==> config.mk <==
export PLATFORM = sky130hd
export DESIGN_NAME = wb_arbiter_flat
export DESIGN_NICKNAME = d
export VERILOG_FILES = /design/src/rtl/wb_arbiter_if.sv /design/src/rtl/wb_arbiter.sv /design/src/flat_wrapper.sv
export SDC_FILE = /design/constraint.sdc
export NUM_CORES = 1
export LEC_CHECK = 0
export CORE_MARGIN = 2
export CORE_UTILIZATION = 55
export CTS_BUF_LIST = sky130_fd_sc_hd__clkbuf_8
export CTS_CLUSTER_DIAMETER = 80
export DETAILED_ROUTE_END_ITERATION = 6
export GPL_TIMING_DRIVEN = 0
export PLACE_DENSITY = 0.88
export SLEW_MARGIN = 10
export SYNTH_ARGS = -nofsm -noshare
export SYNTH_HDL_FRONTEND = slang
export SYNTH_SLANG_ARGS = --single-unit
==> constraint.sdc <==
create_clock -name clk -period 6.55 [get_ports clk]
set_clock_uncertainty 0.2 [all_clocks]
set_input_delay 0.655 -clock clk [delete_from_list [all_inputs] [get_ports clk]]
set_output_delay 0.655 -clock clk [all_outputs]
set_load 0.03 [all_outputs]
==> src/rtl/wb_arbiter_if.sv <==
`default_nettype none
// ============================================================================
// Module   : wb_arbiter_if
// Purpose  : Write-back port bundle: pipeline result, accelerator result
//            queue handshake and registered register-file write port.
// Revision : 1.0 - initial release
// ============================================================================
interface wb_arbiter_if #(
    parameter int DATA_W = 16,
    parameter int ADDR_W = 3
);
    logic              pipe_wr_en;
    logic [ADDR_W-1:0] pipe_rd;
    logic [DATA_W-1:0] alu_op_in;
    logic [DATA_W-1:0] ld_op_in;
    logic              wr_mux_sel_out_sync;
    logic              cx_valid;
    logic [ADDR_W-1:0] cx_rd;
    logic [DATA_W-1:0] cx_data;
    logic              cx_ready;
    logic              pipe_stall;
    logic              rf_we;
    logic [ADDR_W-1:0] rf_waddr;
    logic [DATA_W-1:0] rf_wdata;

    modport master (
        output pipe_wr_en, pipe_rd, alu_op_in, ld_op_in, wr_mux_sel_out_sync,
        output cx_valid, cx_rd, cx_data,
        input  cx_ready, pipe_stall, rf_we, rf_waddr, rf_wdata
    );

    modport slave (
        input  pipe_wr_en, pipe_rd, alu_op_in, ld_op_in, wr_mux_sel_out_sync,
        input  cx_valid, cx_rd, cx_data,
        output cx_ready, pipe_stall, rf_we, rf_waddr, rf_wdata
    );
endinterface
`default_nettype wire

==> src/rtl/wb_arbiter.sv <==
`default_nettype none
// ============================================================================
// Module   : wb_arbiter
// Purpose  : Arbitrates the register-file write port between the pipeline
//            result and queued accelerator results, with a starvation guard.
// Revision : 1.0 - initial release
// ============================================================================
module wb_arbiter #(
    parameter int DATA_W       = 16,
    parameter int ADDR_W       = 3,
    parameter int CQ_DEPTH     = 2,
    parameter int STARVE_LIMIT = 4
) (
    input  wire logic  clk,
    input  wire logic  rst,
    wb_arbiter_if.slave bus
);
    localparam int c_ptr_w = $clog2(CQ_DEPTH);
    localparam int c_cnt_w = c_ptr_w + 1;
    localparam int c_stv_w = $clog2(STARVE_LIMIT + 1);
    localparam logic [c_cnt_w-1:0] c_depth      = c_cnt_w'(CQ_DEPTH);
    localparam logic [c_stv_w-1:0] c_starve_max = c_stv_w'(STARVE_LIMIT);

    logic              r_q_valid [CQ_DEPTH];
    logic [ADDR_W-1:0] r_q_rd    [CQ_DEPTH];
    logic [DATA_W-1:0] r_q_data  [CQ_DEPTH];
    logic [c_ptr_w-1:0] r_wr_ptr;
    logic [c_ptr_w-1:0] r_rd_ptr;
    logic [c_cnt_w-1:0] r_count;
    logic [c_stv_w-1:0] r_starve;

    logic              w_empty;
    logic              w_full;
    logic              w_push;
    logic              w_stall;
    logic              w_grant_pipe;
    logic              w_grant_cx;
    logic [DATA_W-1:0] w_pipe_data;

    assign w_empty      = (r_count == '0);
    assign w_full       = (r_count == c_depth);
    assign w_push       = bus.cx_valid && !w_full;
    assign w_stall      = (r_starve == c_starve_max) && !w_empty;
    assign w_grant_pipe = !w_stall && bus.pipe_wr_en;
    // A stall forces the head out; otherwise the queue only wins an idle pipeline.
    assign w_grant_cx   = w_stall || (!bus.pipe_wr_en && !w_empty);
    assign w_pipe_data  = bus.wr_mux_sel_out_sync ? bus.ld_op_in : bus.alu_op_in;

    assign bus.cx_ready   = !w_full;
    assign bus.pipe_stall = w_stall;

    always_ff @(posedge clk) begin
        if (rst) begin
            for (int i = 0; i < CQ_DEPTH; i++) begin
                r_q_valid[i] <= 1'b0;
                r_q_rd[i]    <= '0;
                r_q_data[i]  <= '0;
            end
            r_wr_ptr     <= '0;
            r_rd_ptr     <= '0;
            r_count      <= '0;
            r_starve     <= '0;
            bus.rf_we    <= 1'b0;
            bus.rf_waddr <= '0;
            bus.rf_wdata <= '0;
        end else begin
            // Older accelerator results to the same register are now stale;
            // the push below is ordered after this so a same-cycle entry survives.
            if (w_grant_pipe) begin
                for (int i = 0; i < CQ_DEPTH; i++) begin
                    if (r_q_rd[i] == bus.pipe_rd) begin
                        r_q_valid[i] <= 1'b0;
                    end
                end
            end

            if (w_push) begin
                r_q_valid[r_wr_ptr] <= 1'b1;
                r_q_rd[r_wr_ptr]    <= bus.cx_rd;
                r_q_data[r_wr_ptr]  <= bus.cx_data;
                r_wr_ptr            <= r_wr_ptr + 1'b1;
            end

            if (w_grant_cx) begin
                r_rd_ptr <= r_rd_ptr + 1'b1;
            end

            case ({w_push, w_grant_cx})
                2'b10:   r_count <= r_count + 1'b1;
                2'b01:   r_count <= r_count - 1'b1;
                default: r_count <= r_count;
            endcase

            if (w_grant_pipe) begin
                if (!w_empty && (r_starve != c_starve_max)) begin
                    r_starve <= r_starve + 1'b1;
                end
            end else begin
                r_starve <= '0;
            end

            if (w_grant_pipe) begin
                bus.rf_we    <= 1'b1;
                bus.rf_waddr <= bus.pipe_rd;
                bus.rf_wdata <= w_pipe_data;
            end else if (w_grant_cx) begin
                bus.rf_we    <= r_q_valid[r_rd_ptr];
                bus.rf_waddr <= r_q_rd[r_rd_ptr];
                bus.rf_wdata <= r_q_data[r_rd_ptr];
            end else begin
                bus.rf_we    <= 1'b0;
            end
        end
    end
endmodule
`default_nettype wire

==> src/flat_wrapper.sv <==
// flat-port wrapper written by rule: the top's interface ports become plain ports
module wb_arbiter_flat 
#(
    parameter int DATA_W       = 16,
    parameter int ADDR_W       = 3,
    parameter int CQ_DEPTH     = 2,
    parameter int STARVE_LIMIT = 4
)
  (clk, rst, bus_pipe_wr_en, bus_pipe_rd, bus_alu_op_in, bus_ld_op_in, bus_wr_mux_sel_out_sync, bus_cx_valid, bus_cx_rd, bus_cx_data, bus_cx_ready, bus_pipe_stall, bus_rf_we, bus_rf_waddr, bus_rf_wdata);
  wb_arbiter_if #(.DATA_W(DATA_W), .ADDR_W(ADDR_W)) bus_i ();
  input  wire logic clk;
  input  wire logic rst;
  input wire logic [$bits(bus_i.pipe_wr_en)-1:0] bus_pipe_wr_en;
  input wire logic [$bits(bus_i.pipe_rd)-1:0] bus_pipe_rd;
  input wire logic [$bits(bus_i.alu_op_in)-1:0] bus_alu_op_in;
  input wire logic [$bits(bus_i.ld_op_in)-1:0] bus_ld_op_in;
  input wire logic [$bits(bus_i.wr_mux_sel_out_sync)-1:0] bus_wr_mux_sel_out_sync;
  input wire logic [$bits(bus_i.cx_valid)-1:0] bus_cx_valid;
  input wire logic [$bits(bus_i.cx_rd)-1:0] bus_cx_rd;
  input wire logic [$bits(bus_i.cx_data)-1:0] bus_cx_data;
  output wire logic [$bits(bus_i.cx_ready)-1:0] bus_cx_ready;
  output wire logic [$bits(bus_i.pipe_stall)-1:0] bus_pipe_stall;
  output wire logic [$bits(bus_i.rf_we)-1:0] bus_rf_we;
  output wire logic [$bits(bus_i.rf_waddr)-1:0] bus_rf_waddr;
  output wire logic [$bits(bus_i.rf_wdata)-1:0] bus_rf_wdata;
  assign bus_i.pipe_wr_en = bus_pipe_wr_en;
  assign bus_i.pipe_rd = bus_pipe_rd;
  assign bus_i.alu_op_in = bus_alu_op_in;
  assign bus_i.ld_op_in = bus_ld_op_in;
  assign bus_i.wr_mux_sel_out_sync = bus_wr_mux_sel_out_sync;
  assign bus_i.cx_valid = bus_cx_valid;
  assign bus_i.cx_rd = bus_cx_rd;
  assign bus_i.cx_data = bus_cx_data;
  assign bus_cx_ready = bus_i.cx_ready;
  assign bus_pipe_stall = bus_i.pipe_stall;
  assign bus_rf_we = bus_i.rf_we;
  assign bus_rf_waddr = bus_i.rf_waddr;
  assign bus_rf_wdata = bus_i.rf_wdata;
  wb_arbiter #(.DATA_W(DATA_W), .ADDR_W(ADDR_W), .CQ_DEPTH(CQ_DEPTH), .STARVE_LIMIT(STARVE_LIMIT)) u_core (.clk(clk), .rst(rst), .bus(bus_i));
endmodule
==> metrics.md, run 1 <==
| Metric | Value |
|---|---|
| Post-synth top flop | edfxtp_1 |
| Total gr overflow | 0 |
| DP HPWL | 5.434 mm |
| CTS tree | done |
| Max incr delay on CP | 0.59 ns |
| Yosys cell types | 39 |
| Initial antenna violation count | 0 |
| Clock sink count | 68 |
| Proportion of layout cells with a drive suffix above 1 | 13.66% |
| Post-Route WL | 7.565 mm |
| Clock buffer depth | 2 |
| Gr busiest metal | met2 |
| Post-CTS Setup Inserts | 0 |
| Critical Path RT | 5.69 ns |
| Post-Syn Nets | 354 |
| 1st-iter DRT viols | 186 |
| RSZ-0062 raised after global routing | false |
| Flops & latches, synth | 68 |
| Reg2reg setup slack | 4.27 ns |
| F_max | 362.3 MHz |
| Hold EP | u_core.bus.rf_wdata[6] |
| Post-synth ARST share | 0% |
| Met1 Resource Use GR | 33.24% |
| Vias in the first global route | 2,478 |
| Antenna-violating nets left | 0 |
| Hold Path Class | reg2reg |
| Startpoint types | register |
| Drt pass-1 iters | 4 |
| Area Overhead vs Synth | 33.68% |
| DIE WIDTH | 80.79 µm |
| PostCTS Resize Cnt | 0 |
| Worst setup path class | reg2out |
| First-pass GRT wire length | 12.13 mm |
| CTS buffer count | 9 |
| Die H | 80.79 µm |
| Worst hold path startpoint | u_core.bus.rf_wdata[6] |
| Final non-filler cell area | 4335 µm² |
| Row count | 27 |
| Mean Syn Cell Area | 11.11 µm² |
| Max Slew Vio Count | 0 |
| Die ar. | 6527 µm² |
| IO Port Bufs | 79 |
| Status | completed |
| WL/cell | 16.45 µm |
| Via Count | 2,544 |
| R2R Path Start | u_core.r_count[0] |
| # DRC | 0 |
| Crit-path cells | buf_4 > nor2_1 > buf_2 > nor2_1 > clkdlybuf4s50_1 |
| P per Cell Area | 327.1 nW/µm² |
| GRT met2 Usage | 41.50% |
| CP arrival | 1.91 ns |
| Initial Util | 57.83% |
| Gpl congestion | 0.7960 |
| R2R depth | 8 |
| Cts hold-fix bufs | 0 |
| Crit share post-route | 42.14% |
| Mapped cell area | 3243 µm² |
| Worst Tran Pin Value | 0.5117 ns |
| Hold Vio Cnt, Final | 0 |
| Vias/cell | 5.530 |
| Placed inst area | 4143 µm² |
| Htree depth | 3 |
| Core area | 5608 µm² |
| Syn. warnings | 0 |
| CP Capture Type | primary output |
| Worst ir drop on vdd | 187.8 µV |
| Ports | 81 |
| Post-layout minimum cycle time | 2.760 ns |
| Clock Tree Root | clkbuf_8 |
| GR Util All Layers | 25.53% |
| Synthesized instance count | 292 |
| Fin nets | 445 |
| Clock latency at the later pin of the worst-skew pair | 0.35 ns |
| Worst Hold Depth | 2 |
| Most common cell type on the critical path | nor2_1 |
| Worst path slowest cell | clkdlybuf4s50_1 |
| # diodes | 0 |
| Max FO, Critical Path | 10 |
| Final Power | 1418 µW |
| Endpoints failing setup | 0 |
| Sequential-to-total area share from yosys stat | 53.70% |
| Post-synth EDFFs | 38 |
| Setup_tns | 0 ns |
| GRT met3 Usage | 4.444% |
| Max-cap check violation count | 0 |
| R2r endpoint | u_core.r_count[1] |
| P_leak | 0.001632 µW |
| Largest net degree at the start of global routing | 20 |
| Max-slew headroom | 65.89% |
| CTS clk-pin slew, worst paths | 0.08 ns |
==> sequential cells by signal (all words and copies together) (netlist names), named ones only <==
| signal | flops |
|---|---|
| u_core.r_q_data | 32 |
| u_core.bus.rf_wdata | 16 |
| u_core.r_q_rd | 6 |
| u_core.bus.rf_waddr | 3 |
| u_core.r_starve | 3 |
| u_core.r_count | 2 |
| u_core.r_q_valid | 2 |
| u_core.bus.rf_we | 1 |
| u_core.r_rd_ptr | 1 |
| u_core.r_wr_ptr | 1 |
==> logic make-up (layout without fill, tap and decap cells) <==
family | Yosys count | count (layout) | synth area share, %
simple gates | 113 | 113 | 19.41
flops | 68 | 68 | 53.70
compound gates | 49 | 49 | 11.30
buf+inv | 25 | 121 | 3.897
mux | 24 | 24 | 7.832
xor+xnor | 10 | 10 | 2.701
fa+ha+maj | 3 | 3 | 1.158
==> report_power, final <==
part	switching (µW)	internal (µW)	leakage [µW]	total [µW]
Combinational	280	223	0.000872	503
Clock	158	183	0.000110	341
Sequential	36.7	537	0.000650	573
==> layer usage <==
metal	wire [µm]	vias to the layer above
met5	0	-
met4	171	0
li1	-	1228
met2	3729	95
met1	3178	1204
met3	486	17
==> cells in the mapped netlist, drive strengths merged, types with 2 or more instances <==
library cell	number	area [µm²]
o22ai	9	56.30
nand4	2	12.51
xor2	2	17.52
nand2	16	62.56
a2111oi	7	98.85
dfxtp	30	600.6
edfxtp	38	1141
xnor2	8	70.07
ha	3	37.54
mux2	11	123.9
clkbuf	9	36.29
o21ai	5	36.29
a31oi	2	12.51
buf	13	78.82
nor2	16	60.06
nor4	7	43.79
nor3	2	10.01
a211oi	7	52.55
inv	3	11.26
a31o	2	17.52
nor2b	23	143.9
a21oi	14	70.07
and2	38	237.7
or3	4	25.02
mux2i	13	130.1
==> cell usage in the layout (no fill, tap or decap), types with 3 or more instances in the layout <==
master           synthesis  final
nor4_1                   7      7
xnor2_1                  8      8
ha_1                     3      3
and2_1                  38     38
or3_1                    4      4
o21ai_0                  4      3
mux2_2                  11     11
dfxtp_1                 30     30
clkbuf_8                 0     10
inv_1                    3      5
a2111oi_2                6      6
clkdlybuf4s50_1          0     79
nor2b_1                 23     23
buf_4                    6      6
clkbuf_1                 7      7
buf_2                    6      6
a211oi_1                 7      7
o22ai_1                  9      9
mux2i_1                 13     13
edfxtp_1                38     38
nand2_1                 15     15
a21oi_1                 14     14
nor2_1                  16     16
==> worst max path at each step <==
stage,startpoint,to,slack (ns),depth (start not counted)
3_3_place_gp,bus_cx_valid,u_core.r_q_data[0][2],2.61,3
3_5_place_dp,bus_pipe_wr_en,u_core.r_count[1],3.81,6
5_1_grt,u_core.r_starve[0],bus_pipe_stall,3.69,5
4_1_cts,u_core.r_starve[0],bus_pipe_stall,3.79,5
6_report,u_core.r_count[0],bus_pipe_stall,3.79,5
2_1_floorplan,u_core.r_count[0],u_core.r_q_data[0][0],3.64,4
==> stage by stage <==
step / setup slack, ns / hold WS, ns / std cells / util (%)
final: 3.790 / 0.2553 / 460 / 77.31
after CTS: 3.786 / 0.2573 / 460 / 77.31
after global routing: 3.694 / 0.2875 / 460 / 77.31
after floorplan: 3.637 / 0.2610 / 292 / -
after global placement: 2.605 / 0.2414 / 443 / 73.54
after detailed placement: 3.811 / 0.2483 / 444 / 73.87
==> worst max-delay path: cells and delay by family, from the launching register on <==
kind,cells,cell delay (ns)
buf+inv,3,1.00
flops,1,0.31
simple gates,2,0.24
==> cell type report <==
class | instances | area, µm²
well taps | 72 | 90.09
inverters | 3 | 11.26
clock buffers | 10 | 137.6
fillers | 390 | 1272
plain buffers | 22 | 115.1
repair buffers | 80 | 805.8
multi-input cells | 199 | 1379
flip-flops and latches | 68 | 1742
clock inverters | 6 | 55.05
Power figures use the tool's default switching activity.
==> run 2: changes to the inputs <==
Settings changed: CORE_UTILIZATION 55 to 51, PLACE_DENSITY 0.88 to 0.82.
Clock period 6.55 ns to 2.8 ns, I/O delays scaled along.
==> run 2 against run 1 <==
Cell area shrank 0.38%. First-iteration DRC count shrank 23%. Power increased by 130%. Critical path depth did not move. Sequential power is 130% higher. Clock-buffer cell count fell by 1. Clock power rose by 110%. Utilization is 8.1 points lower. Global-route usage shrank 3.9 points.
==> metrics.md, run 2 (same netlist as run 1, synthesis figures left out) <==
| Metric | Value |
|---|---|
| Max FO, Critical Path | 4 (-6) |
| Fillers | 468 (+20%) |
| Area Overhead vs Synth | 33.18% |
| Worst Slack Setup Final | 0.4638 ns (-3.326 ns) |
| Hold Path Class | reg2reg |
| Initial antenna violation count | 0 (unchanged) |
| Hold Vio Cnt, Final | 0 (unchanged) |
| Max incr delay on CP | 0.67 ns (+0.08 ns) |
| Worst Hold Depth | 2 (unchanged) |
| Final non-filler cell area | 4319 µm² (-0.38%) |
| Startpoint types | register |
| Total gr overflow | 0 (unchanged) |
| Vias/cell | 5.333 (-3.6%) |
| Core area | 6241 µm² (+11%) |
| Critical Path RT | 2.32 ns (-3.37 ns) |
| Max-cap check violation count | 0 (unchanged) |
| Row count | 29 (+7.4%) |
| Number of flip-flops in the largest register | 32 (unchanged) |
| R2R depth | 8 (unchanged) |
| Sw Share | 34.67% (+1.2 points) |
| Placed inst area | 4149 µm² (+0.15%) |
| Die H | 83.75 µm (+3.7%) |
| # DRC | 0 (unchanged) |
| Worst Tran Pin Value | 0.5136 ns (+0.001880 ns) |
| CTS tree | done |
| Proportion of layout cells with a drive suffix above 1 | 13.92% (+0.26 points) |
| Max-slew headroom | 65.76% (-0.13 points) |
| Reg with most FFs | u_core.r_q_data |
| Most frequent cells in the layout | clkdlybuf4s50_1, and2_1, edfxtp_1 |
| Via Count | 2,480 (-2.5%) |
| Ports | 81 (unchanged) |
| Clock sink count | 68 (unchanged) |
| Pre-CTS setup slack | 0.4672 ns (-3.344 ns) |
| Fin nets | 445 (unchanged) |
| IO Port Bufs | 79 (unchanged) |
| Crit-path cells | inv_1 > ha_1 > nand2_1 > nor2_1 > clkdlybuf4s50_1 |
| # diodes | 0 (unchanged) |
| Clock latency at the later pin of the worst-skew pair | 0.35 ns (about the same) |
| Post-Route WL | 7.420 mm (-1.9%) |
| Worst setup path class | reg2out |
| Clock buffer depth | 2 (unchanged) |
| Worst path bufs/invs | 2 (-1) |
| Gpl congestion | 0.8426 (+5.9%) |
| Clock Tree Root | clkbuf_8 |
| Vias in the first global route | 2,422 (-2.3%) |
| Htree depth | 3 (unchanged) |
| DP HPWL | 5.445 mm (+0.20%) |
| RSZ-0062 raised after global routing | false |
| Internal power | 2094 µW (+120%) |
| GR Util All Layers | 21.62% (-3.9 points) |
| 1st-iter DRT viols | 144 (-23%) |
| Post-CTS Setup Inserts | 0 (unchanged) |
| Initial Util | 51.96% (-5.9 points) |
| Endpoints failing setup | 0 (unchanged) |
| CTS clk-pin slew, worst paths | 0.08 ns (about the same) |
| CP arrival | 1.86 ns (-0.05 ns) |
| Drt pass-1 iters | 4 (unchanged) |
| Stages on worst setup path | 5 (unchanged) |
| F_max | 428.0 MHz |
| Comb power frac | 36.3% (+0.8 points) |
| WL/cell | 15.96 µm (-3.0%) |
| Cts hold-fix bufs | 0 (unchanged) |
| DIE WIDTH | 83.75 µm (+3.7%) |
| Post-layout minimum cycle time | 2.336 ns |
| Biggest regs | u_core.r_q_data (32), u_core.bus.rf_wdata (16), u_core.r_q_rd (6) |
| Worst ir drop on vdd | 418.0 µV (+120%) |
| Largest net degree at the start of global routing | 20 (unchanged) |
| Commonest non-fill, non-tap cell in the layout | clkdlybuf4s50_1 |
| CP Capture Type | primary output |
| Antenna-violating nets left | 0 (unchanged) |
| P per Cell Area | 742.1 nW/µm² (+130%) |
| CP top delay family | buffers and inverters |
| Sequential share of power | 41.7% (+1.3 points) |
| Crit share post-route | 83.44% |
| Die ar. | 7013 µm² (+7.4%) |
| Clock share of power | 22.0% (-2.1 points) |
| Status | completed |
| Net switching power | 1111 µW (+130%) |
| Worst path slowest cell | clkdlybuf4s50_1 |
| First-pass GRT wire length | 11.65 mm (-3.9%) |
| PostCTS Resize Cnt | 0 (unchanged) |
| Total placed cells including tap cells | 449 (+1.1%) |
| Max Slew Vio Count | 0 (unchanged) |
| P_leak | 0.001609 µW (-1.4%) |
| Post-Layout Cell Count | 465 (+1.1%) |
| CTS buffer count | 9 (unchanged) |
## run 2: tightest hold or removal path: cells and delay by family (launching register included)
kind,cells,cell delay [ns]
and+or+nand+nor,1,0.05
DFF,1,0.31
AOI/OAI and AO/OA,1,0.05
## run 2: per-layer routing
layer	vias up	share of wire, %	wire (µm)	track usage, %
li1	1222	-	-	-
met1	1176	45	3312	28.12
met2	66	49	3606	34.55
met3	16	4.2	308	4.649
met4	0	2.6	193	10.26
met5	-	0	0	0
## run 2: per-stage QoR
step	TNS (ns)	hold WS [ns]	util, %	total power (µW)
finish	0	0.2550	69.21	3205
global route	0	0.2775	69.21	3357
CTS	0	0.2591	69.21	3218
detailed placement	0	0.2486	66.48	2520
global placement	-1.721	0.2414	66.18	2479
floorplan	0	0.2304	-	2115
## run 2: power by group through the flow
stage	clock network (µW)	registers [µW]	logic, µW
after floorplan	0	1460	659
after global placement	0	1350	1130
after detailed placement	0	1360	1160
after CTS	712	1340	1170
after global routing	748	1360	1250
final	705	1340	1160
## run 2: area by class of cell
| class | count | area [µm²] | area share [%] |
|---|---|---|---|
| Buffer | 22 | 115.1 | 2.665 |
| Timing Repair Buffer | 80 | 805.8 | 18.66 |
| Sequential cell | 68 | 1742 | 40.32 |
| Tap cell | 77 | 96.34 | 2.231 |
| Inverter | 3 | 11.26 | 0.2607 |
| Clock buffer | 9 | 123.9 | 2.868 |
| Clock inverter | 7 | 46.29 | 1.072 |
| Multi-Input combinational cell | 199 | 1379 | 31.92 |
## run 2: final timing paths
| path | to | start | slack (ns) |
|---|---|---|---|
| setup / recovery | bus_pipe_stall | u_core.r_starve[0] | 0.46 |
| hold / removal | u_core.bus.rf_wdata[14] | u_core.bus.rf_wdata[14] | 0.26 |
| setup reg to reg | u_core.r_count[1] | u_core.r_starve[0] | 0.56 |
| hold reg to reg | u_core.bus.rf_wdata[14] | u_core.bus.rf_wdata[14] | 0.26 |
==> run 3: changes to the inputs <==
Clock period 2.8 ns to 2.2 ns, I/O delays scaled along.
==> run 3 against run 2 <==
Cell area is 1.1% higher. Utilization up 0.74 points. Worst hold slack better by 0.0041 ns. Global-route usage is 0.20 points higher. Die area is the same. Worst setup slack worse by 0.37 ns. Via count barely moved. Clock power up 43%. Highest routed layer unchanged.
==> metrics.md, run 3 (same netlist as run 1, synthesis figures left out) <==
| Metric | Value |
|---|---|
| Die H | 83.75 µm (unchanged) |
| Hold Vio Cnt, Final | 0 (unchanged) |
| P per Cell Area | 973.5 nW/µm² (+31%) |
| Die ar. | 7013 µm² (unchanged) |
| Worst Slack Setup Final | 0.09388 ns (-0.3699 ns) |
| Gpl congestion | 0.7966 (-5.5%) |
| Row count | 29 (unchanged) |
| Max-cap check violation count | 0 (unchanged) |
| Critical Path RT | 2.27 ns (-0.05 ns) |
| Worst Tran Pin Value | 0.6482 ns (+0.1346 ns) |
| 1st-iter DRT viols | 198 (+38%) |
| Net switching power | 1447 µW (+30%) |
| DIE WIDTH | 83.75 µm (unchanged) |
| Post-Route WL | 7.435 mm (+0.20%) |
| Sequential share of power | 40.2% (-1.5 points) |
| Antenna-violating nets left | 0 (unchanged) |
| DP HPWL | 5.307 mm (-2.5%) |
| F_max | 474.8 MHz |
| Ports | 81 (unchanged) |
| IO Port Bufs | 79 (unchanged) |
| CTS tree | done |
| Area Overhead vs Synth | 34.61% |
| Cts hold-fix bufs | 0 (unchanged) |
| Clock latency at the later pin of the worst-skew pair | 0.34 ns (about the same) |
| Vias/cell | 5.349 (+0.30%) |
| Pre-CTS setup slack | -0.1466 ns (-0.6138 ns) |
| Drt pass-1 iters | 5 (+1) |
| Startpoint types | register |
| Worst ir drop on vdd | 679.3 µV (+63%) |
| Max Slew Vio Count | 0 (unchanged) |
| Clock sink count | 68 (unchanged) |
| Status | completed |
| Fin nets | 444 (-0.22%) |
| Vias in the first global route | 2,342 (-3.3%) |
| # diodes | 0 (unchanged) |
| Core area | 6241 µm² (unchanged) |
| First-pass GRT wire length | 11.86 mm (+1.8%) |
| Initial Util | 51.96% (unchanged) |
| Post-layout minimum cycle time | 2.106 ns |
| Fillers | 479 (+2.4%) |
| Via Count | 2,482 (+0.081%) |
| Most frequent cells in the layout | clkdlybuf4s50_1, and2_1, edfxtp_1 |
| CTS clk-pin slew, worst paths | 0.08 ns (about the same) |
| Number of flip-flops in the largest register | 32 (unchanged) |
| Clock buffer depth | 2 (unchanged) |
| WHS | 0.2591 ns (+0.004098 ns) |
| Endpoints failing setup | 0 (unchanged) |
| CTS buffer count | 9 (unchanged) |
| Clock Tree Root | clkbuf_8 |
| P_leak | 0.001624 µW (+0.98%) |
| Commonest non-fill, non-tap cell in the layout | clkdlybuf4s50_1 |
| Comb power frac | 36.1% (-0.2 points) |
| GR Util All Layers | 21.82% (+0.20 points) |
| Reg with most FFs | u_core.r_q_data |
| Total gr overflow | 0 (unchanged) |
| Initial antenna violation count | 0 (unchanged) |
| WL/cell | 16.02 µm (+0.42%) |
| Setup_tns | 0 ns (unchanged) |
| Proportion of layout cells with a drive suffix above 1 | 14.47% (+0.55 points) |
| # DRC | 0 (unchanged) |
| CP Capture Type | register |
| Clock share of power | 23.7% (+1.7 points) |
| Biggest regs | u_core.r_q_data (32), u_core.bus.rf_wdata (16), u_core.r_q_rd (6) |
| Max FO, Critical Path | 10 (+6) |
| CP arrival | 2.18 ns (+0.32 ns) |
| RSZ-0062 raised after global routing | false |
| Sw Share | 34.04% (-0.63 points) |
| Htree depth | 3 (unchanged) |
| Worst setup path class | reg2reg |
| Largest net degree at the start of global routing | 20 (unchanged) |
| Internal power | 2803 µW (+34%) |
| Crit share post-route | 95.73% |
| Hold Path Class | reg2reg |
| Max-slew headroom | 56.62% (-9.1 points) |
-- run 3: changes by cell type in the layout (fill, tap and decap cells not counted), sizes merged --
cell and delta:
buf -1, clkdlybuf4s50 -1, clkinv -2, bufinv +1, dlygate4sd2 +1, inv +1
-- run 3: stage by stage --
step                area, µm²  util, %  power [µW]  std cells
floorplan                3247        -        2694        292
global placement         4134    66.24        3158        448
detailed placement       4134    66.24        3200        448
CTS                      4328    69.35        4205        464
global route             4365    69.95        4455        464
finish                   4365    69.95        4250        464
-- run 3: power by group through the flow --
stage	logic (µW)	registers (µW)	clock network, µW
after floorplan	841	1850	0
after global placement	1440	1720	0
after detailed placement	1470	1730	0
after CTS	1490	1700	1010
after global routing	1660	1730	1070
final	1530	1710	1010
-- run 3: worst paths after layout --
path	startpoint	slack, ns	endpoint	cells after the start
setup reg to reg	u_core.r_count[0]	0.09	u_core.r_count[1]	8
hold / removal	u_core.bus.rf_wdata[4]	0.26	u_core.bus.rf_wdata[4]	2
hold reg to reg	u_core.bus.rf_wdata[4]	0.26	u_core.bus.rf_wdata[4]	2
setup / recovery	u_core.r_count[0]	0.09	u_core.r_count[1]	8
-- run 3: cell type report --
type | count | area [µm²] | share of cell area [%]
plain buffers | 22 | 125.1 | 2.866
clock buffers | 9 | 123.9 | 2.837
clock inverters | 7 | 67.56 | 1.548
inverters | 3 | 11.26 | 0.2580
multi-input cells | 199 | 1410 | 32.30
flip-flops and latches | 68 | 1742 | 39.90
well taps | 77 | 96.34 | 2.207
repair buffers | 79 | 789.5 | 18.09
-- run 3: repair_timing --
| item | CTS | global route |
|---|---|---|
| endpoints found under the setup margin | 2 | 40 |
| cloned | 0 | 0 |
| endpoints found under the hold margin | 0 | 0 |
| gates resized for setup | 2 | 10 |
| buffers inserted | 0 | 0 |
-- run 3: layer usage --
metal  wire length (µm)  global-route usage [%]  up-vias
met5                  0                       0        -
met4                127                   7.331        0
met3                292                   5.045       12
met2               3622                   34.91       62
met1               3393                   29.42     1183
li1                   -                       -     1225
-- run 3: worst max-delay path, stage by stage (launching register included) --
cell and delay (ns):
dfxtp_1 0.30, buf_4 0.15, nor2_1 0.18, buf_6 0.18
a21oi_4 0.05, buf_6 0.16, ha_1 0.31, or3_1 0.37
a21oi_1 0.14
==> patch: new RTL, settings of run 1 <==
`CQ_DEPTH` is set to 2 in 2 places; all go to 4.
--- a/src/rtl/wb_arbiter.sv
+++ b/src/rtl/wb_arbiter.sv
@@ -9,5 +9,5 @@
     parameter int DATA_W       = 16,
     parameter int ADDR_W       = 3,
-    parameter int CQ_DEPTH     = 2,
+    parameter int CQ_DEPTH     = 4,
     parameter int STARVE_LIMIT = 4
 ) (
--- a/src/flat_wrapper.sv
+++ b/src/flat_wrapper.sv
@@ -4,5 +4,5 @@
     parameter int DATA_W       = 16,
     parameter int ADDR_W       = 3,
-    parameter int CQ_DEPTH     = 2,
+    parameter int CQ_DEPTH     = 4,
     parameter int STARVE_LIMIT = 4
 )
Formal check against the unedited RTL: not equivalent (Yosys sat finds a counterexample within 4 cycles, from zero or initial values and one cycle with rst high).
==> patch against run 1 <==
Synthesized area rose by 68%; clock power rose by 9.1%; combinational power rose by 34%; sequential share of layout area rose by 5.6 points; final cell count rose by 44%; critical path type unchanged; routed wire length rose by 68%; count of clock-buffer cells in the layout fell by 1; final area rose by 51%; largest power group unchanged; sequential cell count rose by 44; core utilization fell by 9.6 points; critical endpoint is now bus_cx_ready; worst setup slack got worse by 0.34 ns; power rose by 38%.
==> patch: results (changes against run 1) <==
[outcome]
outcome = complete, no violations  ; unchanged

[synth]
yosys-mux-area-fraction = 0.116  ; was 0.0783
synth.area.top_cells = edfxtp_1 42%, dfxtp_1 13%, and2_1 8.7%, mux4_2 8.3%, mux2_2 3.3%  ; was edfxtp_1 35%, dfxtp_1 19%, and2_1 7.3%, nor2b_1 4.4%, mux2i_1 4.0%
synthXorXnorAreaFrac = 0.0225  ; was 0.0270
synth-compound-area-share = 0.111  ; was 0.113
synth_common_cells = 76 x and2_1, 76 x edfxtp_1, 36 x dfxtp_1, 20 x clkbuf_1, 20 x mux4_2  ; was 38 x and2_1, 38 x edfxtp_1, 30 x dfxtp_1, 23 x nor2b_1, 16 x nor2_1
yosysSeqAreaShare = 0.550  ; was 0.537
syn_nets = 503  ; was 354
synthAdderAreaFrac = 0.0197  ; was 0.0116
async_flop_share = 0  ; unchanged
synth.distinct_cells = 38  ; was 39
synth_edf_count = 76  ; was 38

[grt]
grt_usage = 0.239  ; was 0.255
antenna_found_initial = 0  ; unchanged
grt_util_met1 = 0.285  ; was 0.332
grt_first_pass_wirelength_um = 20100  ; was 12100 µm
grt_max_degree = 20  ; unchanged
met3_usage = 0.0503  ; was 0.0444
grt.met2_usage = 0.417  ; was 0.415
grt_pass1_vias = 4022  ; was 2478

[clocking]
clockBufferDepth = 2  ; unchanged
cts_resized = 0  ; unchanged
clk_latency_ns = 0.36
cts.clk_slew.worst_paths_ns = 0.10  ; was 0.08 ns
htreeDepth = 3  ; unchanged
cts_root_buffer = clkbuf_8  ; unchanged

[layout]
num_antenna_cells = 0  ; unchanged
drive_gt1_frac = 0.138  ; was 0.137
reg.largest.list = u_core.r_q_data x64, u_core.bus.rf_wdata x16, u_core.r_q_rd x12  ; was u_core.r_q_data x32, u_core.bus.rf_wdata x16, u_core.r_q_rd x6
num-nets-final = 590  ; was 445

[placement]
port_buffers = 76  ; was 79
place_congestion = 0.879  ; was 0.796
dp_hpwl_um = 9040  ; was 5430 µm
dp_slack_ns = 3.34  ; was 3.81 ns

[timing]
drv_slew = 0  ; unchanged
relSlewSlack = 0.349  ; was 0.659

[drt]
drt-pass1-iter-count = 5  ; was 4
wl_met1_um = 4940  ; was 3180 µm
wl_um = 12700  ; was 7570 µm
met2WireLength_um = 6470  ; was 3730 µm
met3_length_um = 953  ; was 486 µm
dr.first_iter.drc_count = 322  ; was 186
vias_per_cell = 5.94  ; was 5.53
highest_layer = met4  ; unchanged
drc = 0  ; unchanged

[power]
p_switching_uw = 679  ; was 475 µW
seqPwrFrac = 0.467  ; was 0.404
combinationalPowerShare = 0.343  ; was 0.355
maxPowerGroup = sequential cells  ; unchanged
p_leak_uw = 0.00232  ; was 0.00163 µW
vdd_drop_max_mv = 0.132  ; was 0.188 mV

[worst_setup_path]
r2r_cells = 10  ; was 8
arrival_ns = 2.25  ; was 1.91 ns
critical-path-top-delay-family = buffers and inverters  ; unchanged
crit_fanout = 10  ; unchanged
crit_slowest_cell = clkdlybuf4s50_1  ; unchanged
slowest_delay_ns = 0.60

[hold_path]
min_path_type = reg -> reg  ; unchanged

-- patch: final cells by class --
type                            instances  area, µm²
Buffer                                 36        156
Clock buffer                            9        124
Clock inverter                          7       48.8
Fill cell                             705       3130
Inverter                               12       45.0
Multi-Input combinational cell        276       2250
Sequential cell                       112       3000
Tap cell                              133        166
Timing Repair Buffer                   76        761
-- patch: through the flow --
stage	instances	total power, µW	util	area, µm²	hold WS (ns)
2_1_floorplan	436	1370	-	5460	0.249
3_3_place_gp	645	1560	0.659	6380	0.257
3_5_place_dp	645	1600	0.659	6380	0.274
4_1_cts	661	1960	0.677	6560	0.289
5_1_grt	661	2040	0.677	6560	0.315
6_report	661	1960	0.677	6560	0.290
-- patch: path summary, 6_finish.rpt --
check / from / end / slack, ns
worst min-delay path: u_core.r_starve[0] / u_core.r_starve[0] / 0.29
worst min register to register: u_core.r_starve[0] / u_core.r_starve[0] / 0.29
worst max register to register: u_core.r_count[2] / u_core.r_count[2] / 3.62
worst max-delay path: u_core.r_count[2] / bus_cx_ready / 3.45
